<file path="src/rtl/amstrad_mem_pkg.sv">
// Shared constants for the Amstrad external RAM arbitration path.
package amstrad_mem_pkg;

  // External RAM address width as produced by the MMU mapping.
  localparam int RAM_AW = 23;

  // Transaction owner encoding.
  localparam logic [1:0] OWN_VID = 2'd0;
  localparam logic [1:0] OWN_CPU = 2'd1;
  localparam logic [1:0] OWN_LD  = 2'd2;

  // Arbiter states.
  localparam logic ST_IDLE = 1'b0;
  localparam logic ST_BUSY = 1'b1;

  // Convert a one-hot grant {ld, cpu, vid} into an owner code.
  function automatic logic [1:0] grant_owner(input logic [2:0] grant);
    if (grant[0]) return OWN_VID;
    if (grant[1]) return OWN_CPU;
    return OWN_LD;
  endfunction

endpackage

</file>
<file path="src/rtl/amstrad_prio_sel.sv">
// Combinational winner selection: video first, then CPU, then loader,
// except that a starved loader overtakes the CPU.
module amstrad_prio_sel (
  input  logic       vid_req,
  input  logic       cpu_req,
  input  logic       ld_req,
  input  logic       starve_flag,
  output logic [2:0] grant        // one-hot {ld, cpu, vid}
);

  // Fixed-priority pick with the loader anti-starvation override.
  always_comb begin
    grant = 3'b000;
    if (vid_req) begin
      grant = 3'b001;
    end else if (cpu_req && !(ld_req && starve_flag)) begin
      grant = 3'b010;
    end else if (ld_req) begin
      grant = 3'b100;
    end
  end

endmodule

</file>
<file path="src/rtl/amstrad_ram_arbiter.sv">
// Single-outstanding arbiter sharing the external RAM port between video
// fetch, the Z80 CPU and the ROM/disk image loader, with a watchdog that
// recovers from a lost memory acknowledge.
module amstrad_ram_arbiter
  import amstrad_mem_pkg::*;
#(
  parameter int STARVE_MAX = 4,
  parameter int TIMEOUT    = 63,
  parameter int AW         = RAM_AW
) (
  input  logic          CLK,
  input  logic          reset_n,
  input  logic          vid_req,
  input  logic [AW-1:0] vid_addr,
  output logic          vid_ack,
  output logic [7:0]    vid_dout,
  input  logic          cpu_req,
  input  logic          cpu_we,
  input  logic [AW-1:0] cpu_addr,
  input  logic [7:0]    cpu_din,
  output logic          cpu_ack,
  output logic [7:0]    cpu_dout,
  input  logic          ld_req,
  input  logic          ld_we,
  input  logic [AW-1:0] ld_addr,
  input  logic [7:0]    ld_din,
  output logic          ld_ack,
  output logic          mem_req,
  output logic          mem_we,
  output logic [AW-1:0] mem_addr,
  output logic [7:0]    mem_din,
  input  logic          mem_ack,
  input  logic [7:0]    mem_dout,
  output logic          timeout_err
);

  localparam logic [2:0] STARVE_LIM = 3'(STARVE_MAX);
  localparam logic [5:0] WD_LIM     = 6'(TIMEOUT);

  logic          state_reg;
  logic [1:0]    owner_reg;
  logic [2:0]    starve_cnt_reg;
  logic [5:0]    wd_cnt_reg;
  logic [2:0]    grant;
  logic          any_req;
  logic          decide;
  logic          starve_flag;
  logic          done;
  logic          sel_we;
  logic [AW-1:0] sel_addr;
  logic [7:0]    sel_din;

  assign any_req     = vid_req | cpu_req | ld_req;
  assign decide      = (state_reg == ST_IDLE) && any_req;
  assign starve_flag = (starve_cnt_reg == STARVE_LIM);

  amstrad_prio_sel u_prio_sel (
    .vid_req     (vid_req),
    .cpu_req     (cpu_req),
    .ld_req      (ld_req),
    .starve_flag (starve_flag),
    .grant       (grant)
  );

  // Completion is only honoured in BUSY; a stray mem_ack in IDLE is dropped.
  assign done    = (state_reg == ST_BUSY) && mem_ack;
  assign vid_ack = done && (owner_reg == OWN_VID);
  assign cpu_ack = done && (owner_reg == OWN_CPU);
  assign ld_ack  = done && (owner_reg == OWN_LD);

  // Route the winner's command fields; video is always a read.
  always_comb begin
    sel_we   = 1'b0;
    sel_addr = '0;
    sel_din  = 8'h00;
    if (grant[0]) begin
      sel_addr = vid_addr;
    end else if (grant[1]) begin
      sel_we   = cpu_we;
      sel_addr = cpu_addr;
      sel_din  = cpu_din;
    end else if (grant[2]) begin
      sel_we   = ld_we;
      sel_addr = ld_addr;
      sel_din  = ld_din;
    end
  end

  // IDLE/BUSY sequencing, command latch, one-cycle mem_req and watchdog.
  always_ff @(posedge CLK or negedge reset_n) begin
    if (!reset_n) begin
      state_reg   <= ST_IDLE;
      owner_reg   <= OWN_VID;
      wd_cnt_reg  <= 6'd0;
      mem_req     <= 1'b0;
      mem_we      <= 1'b0;
      mem_addr    <= '0;
      mem_din     <= 8'h00;
      timeout_err <= 1'b0;
    end else begin
      mem_req <= 1'b0;
      if (state_reg == ST_IDLE) begin
        if (any_req) begin
          mem_req    <= 1'b1;
          mem_we     <= sel_we;
          mem_addr   <= sel_addr;
          mem_din    <= sel_din;
          owner_reg  <= grant_owner(grant);
          wd_cnt_reg <= 6'd0;
          state_reg  <= ST_BUSY;
        end
      end else begin
        if (mem_ack) begin
          state_reg <= ST_IDLE;
        end else if (wd_cnt_reg == WD_LIM) begin
          // Lost acknowledge: abandon silently; the requester retries.
          state_reg   <= ST_IDLE;
          timeout_err <= 1'b1;
        end else begin
          wd_cnt_reg <= wd_cnt_reg + 6'd1;
        end
      end
    end
  end

  // Capture read data for the owner on completion; held until its next read.
  always_ff @(posedge CLK or negedge reset_n) begin
    if (!reset_n) begin
      vid_dout <= 8'h00;
      cpu_dout <= 8'h00;
    end else if (done) begin
      if (owner_reg == OWN_VID) vid_dout <= mem_dout;
      if ((owner_reg == OWN_CPU) && !mem_we) cpu_dout <= mem_dout;
    end
  end

  // Count CPU wins while the loader waits; any loader idle cycle or win resets it.
  always_ff @(posedge CLK or negedge reset_n) begin
    if (!reset_n) begin
      starve_cnt_reg <= 3'd0;
    end else if (!ld_req) begin
      starve_cnt_reg <= 3'd0;
    end else if (decide && grant[2]) begin
      starve_cnt_reg <= 3'd0;
    end else if (decide && grant[1] && !starve_flag) begin
      starve_cnt_reg <= starve_cnt_reg + 3'd1;
    end
  end

endmodule

</file>
<file path="config.mk">
export PLATFORM = sky130hd
export DESIGN_NAME = amstrad_ram_arbiter
export DESIGN_NICKNAME = d
export VERILOG_FILES = /design/src/rtl/amstrad_mem_pkg.sv /design/src/rtl/amstrad_prio_sel.sv /design/src/rtl/amstrad_ram_arbiter.sv
export SDC_FILE = /design/constraint.sdc
export NUM_CORES = 1
export LEC_CHECK = 0
export ABC_AREA = 1
export CELL_PAD_IN_SITES_DETAIL_PLACEMENT = 0
export CELL_PAD_IN_SITES_GLOBAL_PLACEMENT = 1
export CORE_ASPECT_RATIO = 0.9
export CORE_MARGIN = 3
export CORE_UTILIZATION = 29
export CTS_BUF_LIST = sky130_fd_sc_hd__clkbuf_2 sky130_fd_sc_hd__clkbuf_4 sky130_fd_sc_hd__clkbuf_8
export CTS_CLUSTER_SIZE = 30
export DETAILED_ROUTE_END_ITERATION = 16
export PLACE_DENSITY_LB_ADDON = 0.1
export RECOVER_POWER = 50
export SLEW_MARGIN = 20
export SYNTH_ARGS = -nofsm -noshare
export SYNTH_HDL_FRONTEND = slang
export SYNTH_SLANG_ARGS = --single-unit
</file>
<file path="constraint.sdc">
create_clock -name CLK -period 1.75 [get_ports CLK]
set_input_delay 0.2625 -clock CLK [delete_from_list [all_inputs] [get_ports CLK]]
set_output_delay 0.2625 -clock CLK [all_outputs]
set_load 0.005 [all_outputs]
</file>
After elaboration in Yosys (flattened, before gate mapping)
Index checks and enable logic that the tools add are counted.
Operators by class
  reductions and logical operators: 21
  equal/unequal tests: 7
  mux-type cells: 35
  bitwise operators: 4
  $add $sub $neg: 2
Operators by type and width (number)
  $mux W23: 3
  $mux W6: 4
  $mux W8: 3
  $mux W3: 6
  $mux W1: 15
  $logic_and A1 B1 Y1: 11
  $mux W2: 4
  $add A6 B1 Y6 const B: 1
  $eq A6 B6 Y1 const B: 1
  $reduce_and A2 Y1: 3
  $reduce_and A3 Y1: 2
  $ne A2 B2 Y1 const B: 2
  $add A3 B1 Y3 const B: 1
  $eq A3 B3 Y1 const B: 1
  $logic_not A1 Y1: 3
  $ne A3 B1 Y1 const B: 1
  $eq A2 B1 Y1 const B: 1
  $eq A2 B2 Y1 const B: 1
  $logic_not A2 Y1: 1
  $not A1 Y1: 2
  $or A1 B1 Y1: 2
  $reduce_bool A2 Y1: 1
Word-level totals
  output and inout port bits: 53
  input port bits: 101
  logic and storage cells: 80
  flip-flop bits (word level): 62

Longest topological paths before layout
  depth in word-level cells: 14
  mapped depth: 10
  gate-level depth less buffers: 10

Hierarchy
Synthesis repeated with hierarchy kept, for this count alone.
Unflattened totals
  cells, all modules: 402
  area, all modules: 3274.4 µm²
By module, submodules not included
  amstrad_ram_arbiter: sequential area each 1551.5 µm², area each 3234.4 µm², cells an instance 395, instances 1
  amstrad_prio_sel: sequential area each 0.0 µm², area each 40.0 µm², cells an instance 7, instances 1

Least setup slack after synthesis
Ideal clock, no wire load.
  path kind: register -> register
  from: register starve_cnt_reg[0]
  to: register mem_addr[20]
  stages on the path, launching flop included: 11
  required time: 1.685 ns
  setup time: 0.065 ns
  period minus slack after synthesis: 1.375 ns
  data arrival time: 1.310 ns
  path buffers: 1
  path slack: 0.375 ns
  cell sequence: dfrtp_1 > inv_1 > ha_1 > nand3_1 > nand2_2 > nor2_2 > buf_4 > nand2_1 > nand3_1 > nand2_1 > nand2_1
On the way
  longest elaborated chain between the ends: 9
Ends and longest elaborated chain
  start, declared: line amstrad_ram_arbiter.sv:42  | logic [2:0] starve_cnt_reg;
  start signal, assigned: line amstrad_ram_arbiter.sv:146  | starve_cnt_reg <= starve_cnt_reg + 3'd1;
  $eq A3 B3 Y1 *: line amstrad_ram_arbiter.sv:55  | assign starve_flag = (starve_cnt_reg == STARVE_LIM);
  $logic_and A1 B1 Y1 *: line amstrad_prio_sel.sv:16  | end else if (cpu_req && !(ld_req && starve_flag)) begin
  $logic_not A1 Y1 *: line amstrad_prio_sel.sv:16
  $logic_and A1 B1 Y1 *: line amstrad_prio_sel.sv:16
  $mux W3 *: line amstrad_prio_sel.sv:16
  $mux W3 *: line amstrad_prio_sel.sv:14  | if (vid_req) begin
  $mux W23: line amstrad_ram_arbiter.sv:82  | end else if (grant[2]) begin
  $mux W23: line amstrad_ram_arbiter.sv:78  | end else if (grant[1]) begin
  $mux W23 *: line amstrad_ram_arbiter.sv:76  | if (grant[0]) begin
  end signal, assigned: line amstrad_ram_arbiter.sv:106  | mem_addr <= sel_addr;
  end, declared: line amstrad_ram_arbiter.sv:30  | output logic [AW-1:0] mem_addr,
Mark *: on every way between the ends. The rest lies on a longest branch, timed or not.
A chain may end at the register's enable or synchronous reset.

Worst setup path in the final report
  from: register starve_cnt_reg[0]
  to: register starve_cnt_reg[2]
On the way
  longest elaborated chain between the ends: 9
  elaborated cells between the ends (all ways): 15
  those cells by class: add/sub (1); eq/ne (2); mux (5); reduce/logical (7)
Ends and longest elaborated chain (line)
  $eq A3 B3 Y1: amstrad_ram_arbiter.sv:55
  $logic_and A1 B1 Y1: amstrad_prio_sel.sv:16
  $logic_not A1 Y1: amstrad_prio_sel.sv:16
  $logic_and A1 B1 Y1: amstrad_prio_sel.sv:16
  $mux W3: amstrad_prio_sel.sv:16
  $mux W3: amstrad_prio_sel.sv:14
  $logic_and A1 B1 Y1 (on tied branches): amstrad_ram_arbiter.sv:145, amstrad_ram_arbiter.sv:143
  $logic_and A1 B1 Y1 / $mux W3 (equally long branches): amstrad_ram_arbiter.sv:145, amstrad_ram_arbiter.sv:143
  $ne A3 B1 Y1 (no source line) / $mux W3 (equally long branches)
Parallel ways exist; a longest one is shown, timed or not. The select of a mux whose other input is x is not followed.

==> results.py <==
metrics = {
    "worst_setup_path": {
        "ff2ff_path_depth": 11,
        "crit_path_end_kind": "flop",
        "crit_fanout": 13,
        "cp_num_buf_inv": 3,
        "crit_path_cell_trace": "inv_1, ha_1, nand3_1, nand2_2, buf_4, inv_1, nor2_1, nor2_1, nand2_1, nand2_1, nand2_1",
        "crit_start": "starve_cnt_reg[0]$_DFFE_PN0P_",
        "crit_path_end": "starve_cnt_reg[2]$_DFFE_PN0P_",
        "r2r_setup_slack_ns": 0.12,
        "cp-start-kind": "flop",
        "arrival_ns": 1.85,
        "critPathMostFrequentCell": "nand2_1",
        "cpMaxStageDelayCell": "dfrtp_1",
        "r2r-start": "starve_cnt_reg[0]$_DFFE_PN0P_",
        "critPathRequiredTime_ns": 1.97,
        "crit_family": "simple AND/OR/NAND/NOR gates",
        "reg2reg_to": "starve_cnt_reg[2]$_DFFE_PN0P_",
        "slowest_delay_ns": 0.38,
        "cp.depth": 11,
        "critPathKind": "reg -> reg",
    },
    "power_and_ir_drop": {
        "power_w": 0.00638,
        "total_leakage_power_nw": 2.51,
        "pwr_density_cell_nw_per_um2": 1220,
        "vdd_drop_max_mv": 0.431,
    },
    "final_layout": {
        "syn2layout_area_growth_pct": 61.9,
        "top_register": "mem_addr",
        "fin_util_pct": 49.7,
        "drive_gt1_share_pct": 9.18,
        "antenna_cells": 0,
        "final_common_cell": "nand2_1",
        "design_area_um2": 5250,
        "largest_reg_flops": 23,
        "layout_common_cells": "nand2_1 (199), clkdlybuf4s50_1 (144), nand3_1 (65)",
        "final_net_count": 698,
    },
    "placement": {
        "placed_area_um2": 5050,
        "place_hpwl_um": 7670,
        "place.gp.congestion": 0.772,
        "portBuffers": 153,
        "dp_slack_ns": -0.0615,
    },
    "detailed_routing": {
        "drt-pass1-iter-count": 4,
        "met3_length_um": 850,
        "via_per_inst": 4.41,
        "ant_nets": 0,
        "maxUsedRoutingLayer": "met4",
        "wl_um": 10100,
        "initialDrtViolationCount": 163,
        "wl_met1_um": 4300,
        "num_vias": 3295,
        "routedWlPerCell_um": 13.5,
        "drc_errors": 0,
        "dr_wl_met2_um": 4810,
    },
    "synthesis": {
        "yosysSeqAreaShare_pct": 47.9,
        "ys.warnings.count": 0,
        "synthesis.area_um2": 3240,
        "syn_nets": 532,
        "synth_cell_types": 27,
        "ys_ff_latch": 62,
        "avgSynthCellArea_um2": 7.57,
        "synthCells": 428,
    },
    "floorplan": {
        "io_pins": 154,
        "core_um2": 10600,
        "die_x_um": 117,
        "die_h_um": 106,
        "num_rows": 35,
        "design.die.area_um2": 12500,
        "start_util_pct": 30.7,
    },
    "sta": {
        "grt_setup_unrepaired": "no",
        "worstMarginPinSlew_ns": 0.594,
        "hold_viol_final": 0,
        "min_period_ns": 1.63,
        "slew_violations": 0,
        "max_freq_mhz": 613,
        "setup_violations": 0,
        "slew_headroom_pct": 60.4,
        "finalWorstSetupSlack_ns": 0.120,
        "fin_crit_sh_pct": 93.2,
        "skew_ns": 0.0117,
        "finalSetupTns_ns": 0,
    },
    "global_route": {
        "grt_pass1_vias": 3354,
        "overflow": 0,
        "grt_pass1_wl_um": 16600,
        "grt_max_degree": 43,
        "grt_antenna_before_repair": 0,
        "grt_usage_pct": 16.4,
    },
    "clocking": {
        "clk_pin_slew_ns": 0.07,
        "htreeDepth": 3,
        "clock_latency_ns": 0.33,
        "cts-root-buf": "clkbuf_8",
        "tritoncts": "done",
        "clock-sinks": 62,
        "clockBufferDepth": 2,
        "cts_made_buffers": 9,
    },
    "outcome": {
        "outcome": "finished, final reports clean",
    },
    "hold_path": {
        "min_path_type": "in -> reg",
    },
    "flow_run": {
        "cap_violations": 0,
    },
}
==> power by group <==
part	switching (W)	internal [W]
registers	0.000324	0.00199
logic	0.00114	0.00153
clock network	0.000589	0.000806
total	0.00206	0.00433
==> routing by layer <==
layer	GRT usage [%]	vias up
li1	-	1688
met1	20.1	1485
met2	27.6	112
met3	5.59	10
met4	4.85	0
met5	0	-
==> cell usage after synthesis <==
cell	count	share of area [%]
nand2_1	197	23
nand3_1	65	10
dfrtp_1	62	48
inv_1	22	2.5
buf_2	13	2.0
o21ai_1	10	1.5
o21ai_2	9	2.4
nor2_1	8	0.93
inv_2	4	0.46
a21oi_1	3	0.46
buf_4	3	0.69
ha_1	3	1.2
nand2_2	3	0.58
nand4_1	3	0.58
nor2_2	3	0.58
o21ai_0	3	0.46
buf_6	2	0.69
clkbuf_1	2	0.23
nand2_4	2	0.69
nor3_1	2	0.31
nor3_4	2	1.0
xor2_1	2	0.54
nand3_2	1	0.31
nand3b_1	1	0.23
nor3b_1	1	0.23
o21bai_1	1	0.23
o22ai_2	1	0.39
==> through the flow <==
step,std cells,hold slack (ns)
after global routing,747,0.482
after floorplan,428,-0.0331
after global placement,728,0.270
after detailed placement,728,0.287
after CTS,747,0.483
final,747,0.458
==> worst min-delay path, cell delays in order <==
cell and delay, ns:
dlygate4sd2_1 0.22, buf_4 0.11, nor2_2 0.04, inv_1 0.04, o21bai_1 0.06
==> kinds of logic (layout without fill, tap and decap cells) <==
logic type                 after synthesis  after routing  share of synthesized area (%)
AOI/OAI and AO/OA                       27             27                           5.52
xor gates and xnor gates                 2              2                          0.540
adders and majority gates                3              3                           1.16
buffers and inverters                   46            217                           6.64
DFF                                     62             62                           47.9
and+or+nand+nor                        288            288                           38.3
==> worst min path at each step <==
stage	startpoint	end	slack [ns]	cells after the start
after global placement	reset_n	mem_addr[1]$_DFFE_PN0P_	0.27	1
final	mem_ack	timeout_err$_DFFE_PN0P_	0.46	5
after global routing	mem_ack	timeout_err$_DFFE_PN0P_	0.48	5
after detailed placement	reset_n	mem_addr[1]$_DFFE_PN0P_	0.29	1
after floorplan	reset_n	cpu_dout[0]$_DFFE_PN0P_	-0.03	0
after CTS	mem_din[0]$_DFFE_PN0P_	mem_din[0]$_DFFE_PN0P_	0.48	2
==> area by class of cell <==
| cell class | instances | area [um^2] |
|---|---|---|
| clock buffers | 9 | 124 |
| multi-input cells | 320 | 1440 |
| well taps | 148 | 185 |
| repair buffers | 175 | 1750 |
| clock inverters | 7 | 98.8 |
| flip-flops and latches | 62 | 1550 |
| inverters | 26 | 97.6 |
| fillers | 1052 | 5310 |
==> what timing repair did <==
action / 4_1_cts / 5_1_grt
hold buffers: 1 / 0
buffers inserted: 2 / 0
gates resized for setup: 5 / 1
hold endpoints to repair: 20 / 0
endpoints found under the setup margin: 3 / 1
Note: power is estimated with default switching activity, not from simulation.
